$ cat src/rtl/matrix_keypad_scanner.sv
// Matrix keypad scanner: idle wake-up, column sweep, per-sweep debounce,
// valid/ready code output with sticky overrun flag.
// Optional auto-repeat while a key is held: define KEYPAD_AUTO_REPEAT_EN.
module matrix_keypad_scanner #(
  parameter int unsigned ROWS          = 4,
  parameter int unsigned COLS          = 4,
  parameter int unsigned DWELL         = 4,
  parameter int unsigned DEBOUNCE      = 3,
  parameter int unsigned REPEAT_SWEEPS = 32,
  localparam int unsigned CODE_W       = $clog2(ROWS * COLS)
) (
  input  logic              clock,
  input  logic              reset,
  input  logic [ROWS-1:0]   row,
  output logic [COLS-1:0]   col,
  output logic [CODE_W-1:0] code,
  output logic              code_valid,
  input  logic              code_ready,
  output logic              key_down,
  output logic              multi,
  output logic              overrun
);

  localparam int unsigned CW = $clog2(COLS);
  localparam int unsigned DW = $clog2(DWELL);
  localparam int unsigned NW = $clog2(DEBOUNCE + 1);

  typedef enum logic [1:0] {StIdle, StScan, StHeld} state_e;
  typedef enum logic [1:0] {ResNone, ResOne, ResMulti} res_e;

  state_e            state_q;
  logic [COLS-1:0]   col_q;
  logic [CW-1:0]     col_idx_q;
  logic [DW-1:0]     dwell_q;
  logic [1:0]        hits_q;       // row bits seen so far this sweep, saturating at 2
  logic [CODE_W-1:0] key_q;
  logic              res_valid_q;  // one-cycle pulse: a sweep result is ready to process
  res_e              res_kind_q, prev_kind_q;
  logic [CODE_W-1:0] res_key_q, prev_key_q;
  logic [NW-1:0]     cnt_q, none_q;
  logic [CODE_W-1:0] code_q;
  logic              code_valid_q, key_down_q, multi_q, overrun_q;

  logic [1:0]        row_hits, hits_next;
  logic [2:0]        tot;
  logic [CODE_W-1:0] row_key;
  logic              sample, last_col, one_same, enter_held, exit_idle, rep_hit, emit;
  logic [NW-1:0]     cnt_next, none_next;

  // Accumulate row hits for the column being sampled
  always_comb begin
    row_hits = 2'd0;
    row_key  = key_q;
    for (int r = 0; r < ROWS; r++) begin
      if (row[r]) begin
        if (row_hits != 2'd2) row_hits = row_hits + 2'd1;
        row_key = CODE_W'(r * COLS) + CODE_W'(col_idx_q);
      end
    end
    tot       = {1'b0, hits_q} + {1'b0, row_hits};
    hits_next = (tot >= 3'd2) ? 2'd2 : tot[1:0];
  end

  // Debounce bookkeeping for the sweep result being processed this cycle
  always_comb begin
    sample     = (dwell_q == DW'(DWELL - 1));
    last_col   = (col_idx_q == CW'(COLS - 1));
    one_same   = (res_kind_q == ResOne) && (prev_kind_q == ResOne) && (res_key_q == prev_key_q);
    cnt_next   = (res_kind_q == ResOne) ? (one_same ? cnt_q + 1'b1 : NW'(1)) : '0;
    none_next  = (res_kind_q == ResNone) ? none_q + 1'b1 : '0;
    enter_held = res_valid_q && (state_q == StScan) && (cnt_next == NW'(DEBOUNCE));
    exit_idle  = res_valid_q && (state_q != StIdle) && (none_next == NW'(DEBOUNCE));
    emit       = enter_held || rep_hit;
  end

`ifdef KEYPAD_AUTO_REPEAT_EN
  localparam int unsigned RW = $clog2(REPEAT_SWEEPS + 1);
  logic [RW-1:0]     rep_q, rep_next;
  logic [CODE_W-1:0] held_key_q;

  // Count consecutive sweeps that still see the held key
  always_comb begin
    rep_next = ((res_kind_q == ResOne) && (res_key_q == held_key_q)) ? rep_q + 1'b1 : '0;
    rep_hit  = res_valid_q && (state_q == StHeld) && (rep_next == RW'(REPEAT_SWEEPS));
  end

  // Repeat counter and the key it is tracking
  always_ff @(posedge clock) begin
    if (reset) begin
      rep_q      <= '0;
      held_key_q <= '0;
    end else if (enter_held) begin
      rep_q      <= '0;
      held_key_q <= res_key_q;
    end else if (res_valid_q && (state_q == StHeld)) begin
      rep_q <= rep_hit ? '0 : rep_next;
    end
  end
`else
  assign rep_hit = 1'b0;
`endif

  // Main FSM: sweep timing, debounce, output handshake
  always_ff @(posedge clock) begin
    if (reset) begin
      state_q      <= StIdle;
      col_q        <= '1;
      col_idx_q    <= '0;
      dwell_q      <= '0;
      hits_q       <= '0;
      key_q        <= '0;
      res_valid_q  <= 1'b0;
      res_kind_q   <= ResNone;
      res_key_q    <= '0;
      prev_kind_q  <= ResNone;
      prev_key_q   <= '0;
      cnt_q        <= '0;
      none_q       <= '0;
      code_q       <= '0;
      code_valid_q <= 1'b0;
      key_down_q   <= 1'b0;
      multi_q      <= 1'b0;
      overrun_q    <= 1'b0;
    end else begin
      multi_q     <= 1'b0;
      res_valid_q <= 1'b0;

      // A pending untransferred code wins over a new one
      if (emit) begin
        if (code_valid_q && !code_ready) begin
          overrun_q <= 1'b1;
        end else begin
          code_q       <= res_key_q;
          code_valid_q <= 1'b1;
        end
      end else if (code_valid_q && code_ready) begin
        code_valid_q <= 1'b0;
      end

      case (state_q)
        StIdle: begin
          col_q <= '1;
          if (|row) begin
            state_q     <= StScan;
            col_q       <= COLS'(1);
            col_idx_q   <= '0;
            dwell_q     <= '0;
            hits_q      <= '0;
            cnt_q       <= '0;
            none_q      <= '0;
            prev_kind_q <= ResNone;
          end
        end
        default: begin
          if (sample) begin
            dwell_q <= '0;
            if (last_col) begin
              col_idx_q   <= '0;
              col_q       <= COLS'(1);
              hits_q      <= '0;
              res_valid_q <= 1'b1;
              res_key_q   <= row_key;
              res_kind_q  <= (hits_next == 2'd0) ? ResNone :
                             (hits_next == 2'd1) ? ResOne : ResMulti;
              multi_q     <= (hits_next == 2'd2);
            end else begin
              col_idx_q <= col_idx_q + 1'b1;
              col_q     <= COLS'(1) << (col_idx_q + 1'b1);
              hits_q    <= hits_next;
              key_q     <= row_key;
            end
          end else begin
            dwell_q <= dwell_q + 1'b1;
          end

          if (res_valid_q) begin
            prev_kind_q <= res_kind_q;
            prev_key_q  <= res_key_q;
            none_q      <= none_next;
            if (state_q == StScan) cnt_q <= cnt_next;
            if (enter_held) begin
              state_q    <= StHeld;
              key_down_q <= 1'b1;
            end else if (exit_idle) begin
              state_q    <= StIdle;
              col_q      <= '1;
              key_down_q <= 1'b0;
            end
          end
        end
      endcase
    end
  end

  assign col        = col_q;
  assign code       = code_q;
  assign code_valid = code_valid_q;
  assign key_down   = key_down_q;
  assign multi      = multi_q;
  assign overrun    = overrun_q;

endmodule

$ cat config.mk
export PLATFORM = sky130hd
export DESIGN_NAME = matrix_keypad_scanner
export DESIGN_NICKNAME = d
export VERILOG_FILES = /design/src/rtl/matrix_keypad_scanner.sv
export SDC_FILE = /design/constraint.sdc
export NUM_CORES = 1
export LEC_CHECK = 0
export CELL_PAD_IN_SITES_DETAIL_PLACEMENT = 1
export CELL_PAD_IN_SITES_GLOBAL_PLACEMENT = 1
export CORE_MARGIN = 5
export CORE_UTILIZATION = 47
export DETAILED_ROUTE_END_ITERATION = 6
export GPL_TIMING_DRIVEN = 1
export MAX_ROUTING_LAYER = met4
export PLACE_DENSITY_LB_ADDON = 0.15
export SETUP_SLACK_MARGIN = 0.2
export SYNTH_ARGS = -nofsm -noshare
export SYNTH_HDL_FRONTEND = slang
export SYNTH_SLANG_ARGS = --single-unit
$ cat constraint.sdc
create_clock -name clock -period 5.1 [get_ports clock]
set_clock_uncertainty 0.05 [all_clocks]
set_input_delay 1.02 -clock clock [delete_from_list [all_inputs] [get_ports clock]]
set_output_delay 1.02 -clock clock [all_outputs]
set_load 0.005 [all_outputs]
==> reports/summary.txt <==
worst path arrival time: 3910 ps
switching power total: 161.8 uW
post_cts resized: 0
Final Hold Fails: 0
initial antenna violation count: 0
period utilisation layout: 73.04%
CP Launch Type: input port
worst skew pair latency: 300 ps
required time of the critical path: 5280 ps
Power Dens Cells: 268.5 mW/mm^2
hold_buf cts: 0
TritonRoute pass-1 iters: 2
fmax: 268.5 MHz
Area Growth Syn to Fin: 14.26%
Total GRT Usage: 18.11%
met1 Usage GRT: 20.59%
length in cells of the worst reg-to-reg path: 5
Final nets: 244
Total Neg Setup Slack: 0 ps
Syn. warnings: 0
Post-synth EDFFs: 0
synthesized area: 0.002001 sq mm
flop-to-flop setup slack: 3100 ps
Final setup viols: 0
Post-Synthesis Cells: 210
CTS tree: yes
sequential power share: 53.9%
die area: 0.005662 sq mm
Post-synth top flop: dfxtp_1
Slew Viols, Final: 0
Seq/Total Area, Yosys: 41.03%
share of layout cells above drive strength 1: 9.251%
GR peak layer: met2
hold slack: 413.7 ps
Port Buffers: 18
FF-to-FF End: res_kind_q[1]
vias: 1,531
max_cap viols: 0
slowest stage cell, crit path: clkdlybuf4s50_1
Inserted Clock Buffers: 5
Site Rows: 23
first-pass GRT wire length: 7617 microns
Initial Util: 49.31%
CP peak stage delay: 570 ps
Slew HR: 53.89%
grt met2 use: 31.14%
largest net degree at the start of global routing: 27
Critical Path Fanout Max: 5
CP cell instances: clkdlybuf4s50_1 -> inv_1 -> ha_1 -> mux2i_1 -> ha_1 -> inv_1 -> mux2i_1 -> ha_1 -> inv_1 -> fa_1 -> a2111o_1 -> a21oi_1
Syn Area/Cell: 9.527 sq um
Ports: 19
Comb power frac: 11.4%
Chip Height: 75.25 microns
Peak supply drop: 0.0001465 V
vias in the first global route: 1,615
DR vias/cell: 5.527
post-synth cell types: 48
Clock Sinks: 41
core area: 0.004058 sq mm
postcts setup bufs: 0
Pleak: 0.0008876 uW
H-Tree Depth: 2
Critical R2R Launch: dwell_q[0]
Synth Net Count: 228
Worst setup startpoint: row[0]
#FFs+latches synth: 41
RSZ-0062 raised after global routing: false
clock transition at the registers of the reported paths: 80 ps
asr flop ratio synth: 0%
# fillers: 452
root buffer cell: clkbuf_8
internal power: 452.1 uW
CP endpoint kind: register
# diodes: 0
Placer Congestion: 0.8201
met3 usage in global routing: 4.406%
clock share of power: 34.7%
Total Power: 613.8 uW
Post-DRT Antenna Nets: 0
outcome: complete, no violations
Setup crit end: hits_q[1]
1st-iter DRT viols: 41
Sw Ratio: 26.36%
clock buffer depth: 2
utilization after layout: 56.34%
Residual DRC: 0
worst-margin pin slew: 689.5 ps
GRT overflow: 0
HP Class: register to register
Post-DP HPWL: 3427 microns
Tmin final: 3725 ps
Total Wirelength: 4593 microns
Die Wd: 75.25 microns
wire length per cell: 16.58 microns
critical path type: input port to register
## area by class of cell
cell class	count	area [sq um]	share of cell area (%)
sequential	41	820.8	35.91
clock buffer	5	68.82	3.010
timing repair buffer	19	187.7	8.210
clock inverter	3	17.52	0.7663
multi-input combinational	149	1091	47.73
inverter	10	37.54	1.642
tap	50	62.56	2.737
## sequential cells by signal, indices dropped and copies added, names as in the netlist
name         count
code             4
col              4
key_q            4
prev_key_q       4
res_key_q        4
cnt_q            2
col_idx_q        2
dwell_q          2
hits_q           2
none_q           2
prev_kind_q      2
res_kind_q       2
state_q          2
code_valid       1
key_down         1
multi            1
overrun          1
res_valid_q      1
## cell usage after synthesis, drive strengths merged (2+ instances only)
library cell | instances | area [sq um]
dfxtp | 41 | 820.8
nor2 | 28 | 112.6
mux2i | 21 | 226.5
a21oi | 16 | 80.08
nand2b | 11 | 68.82
ha | 10 | 125.1
inv | 10 | 37.53
a211oi | 7 | 52.55
nand2 | 7 | 26.28
clkbuf | 6 | 22.52
nor2b | 5 | 31.28
buf | 4 | 28.78
o21ai | 4 | 20.01
a22oi | 3 | 22.52
nand3 | 3 | 20.02
nand4 | 3 | 18.77
or3 | 3 | 18.77
a311oi | 2 | 17.52
and4 | 2 | 17.52
nand4b | 2 | 17.52
nor3 | 2 | 15.01
nor4 | 2 | 27.53
xnor2 | 2 | 17.52
xor2 | 2 | 17.52
## stage by stage
step                      cell area (sq um)  setup WS [ps]  std cells
after floorplan                        2001           1994        210
after global placement                 2200           1317        269
after detailed placement               2200           1050        269
after CTS                              2286           1370        277
after global routing                   2286           1176        277
final                                  2286           1375        277
## worst min-delay path by stage
stage	end	depth (start not counted)	start
floorplan	hits_q[1]	2	hits_q[1]
detailed placement	key_down	2	key_down
CTS	key_down	2	key_down
finish	key_down	2	key_down
global route	key_down	2	key_down
global placement	hits_q[1]	2	hits_q[1]
## metal layers
layer,vias up,part of all wire [%]
met5,-,0
met4,0,1.6
met3,8,3.3
met2,23,50
met1,730,45
li1,770,-
## placed cells by master (no fill, tap or decap), drive strengths merged, types with 7 or more instances in the layout
cell,Yosys,layout
dfxtp,41,41
mux2i,21,21
a21oi,16,16
clkdlybuf4s50,0,18
a211oi,7,7
inv,10,10
nor2,28,28
nand2,7,7
ha,10,10
nand2b,11,11
## cell families after synthesis
logic type,share of synthesized area [%]
AO/OA/AOI/OAI,12.76
XOR/XNOR,1.751
adder cells (fa/ha/maj),7.255
buffers and inverters,4.440
flip-flops,41.03
multiplexers,11.88
AND/OR/NAND/NOR,20.89
## worst max-delay path: cells and delay by family
| kind | cells | cell delay (ps) |
|---|---|---|
| compound gates | 2 | 570 |
| buf+inv | 4 | 770 |
| mux | 2 | 350 |
| fa+ha+maj | 4 | 1200 |
## power groups by stage
| stage | Sequential (uW) | Combinational (uW) | Clock (uW) |
|---|---|---|---|
| 3_5_place_dp | 338 | 70.0 | 0 |
| 3_3_place_gp | 338 | 64.1 | 0 |
| 5_1_grt | 332 | 76.9 | 232 |
| 4_1_cts | 331 | 70.5 | 222 |
| 2_1_floorplan | 338 | 45.8 | 0 |
| 6_report | 331 | 69.9 | 213 |
Note: power is estimated with default switching activity, not from simulation.
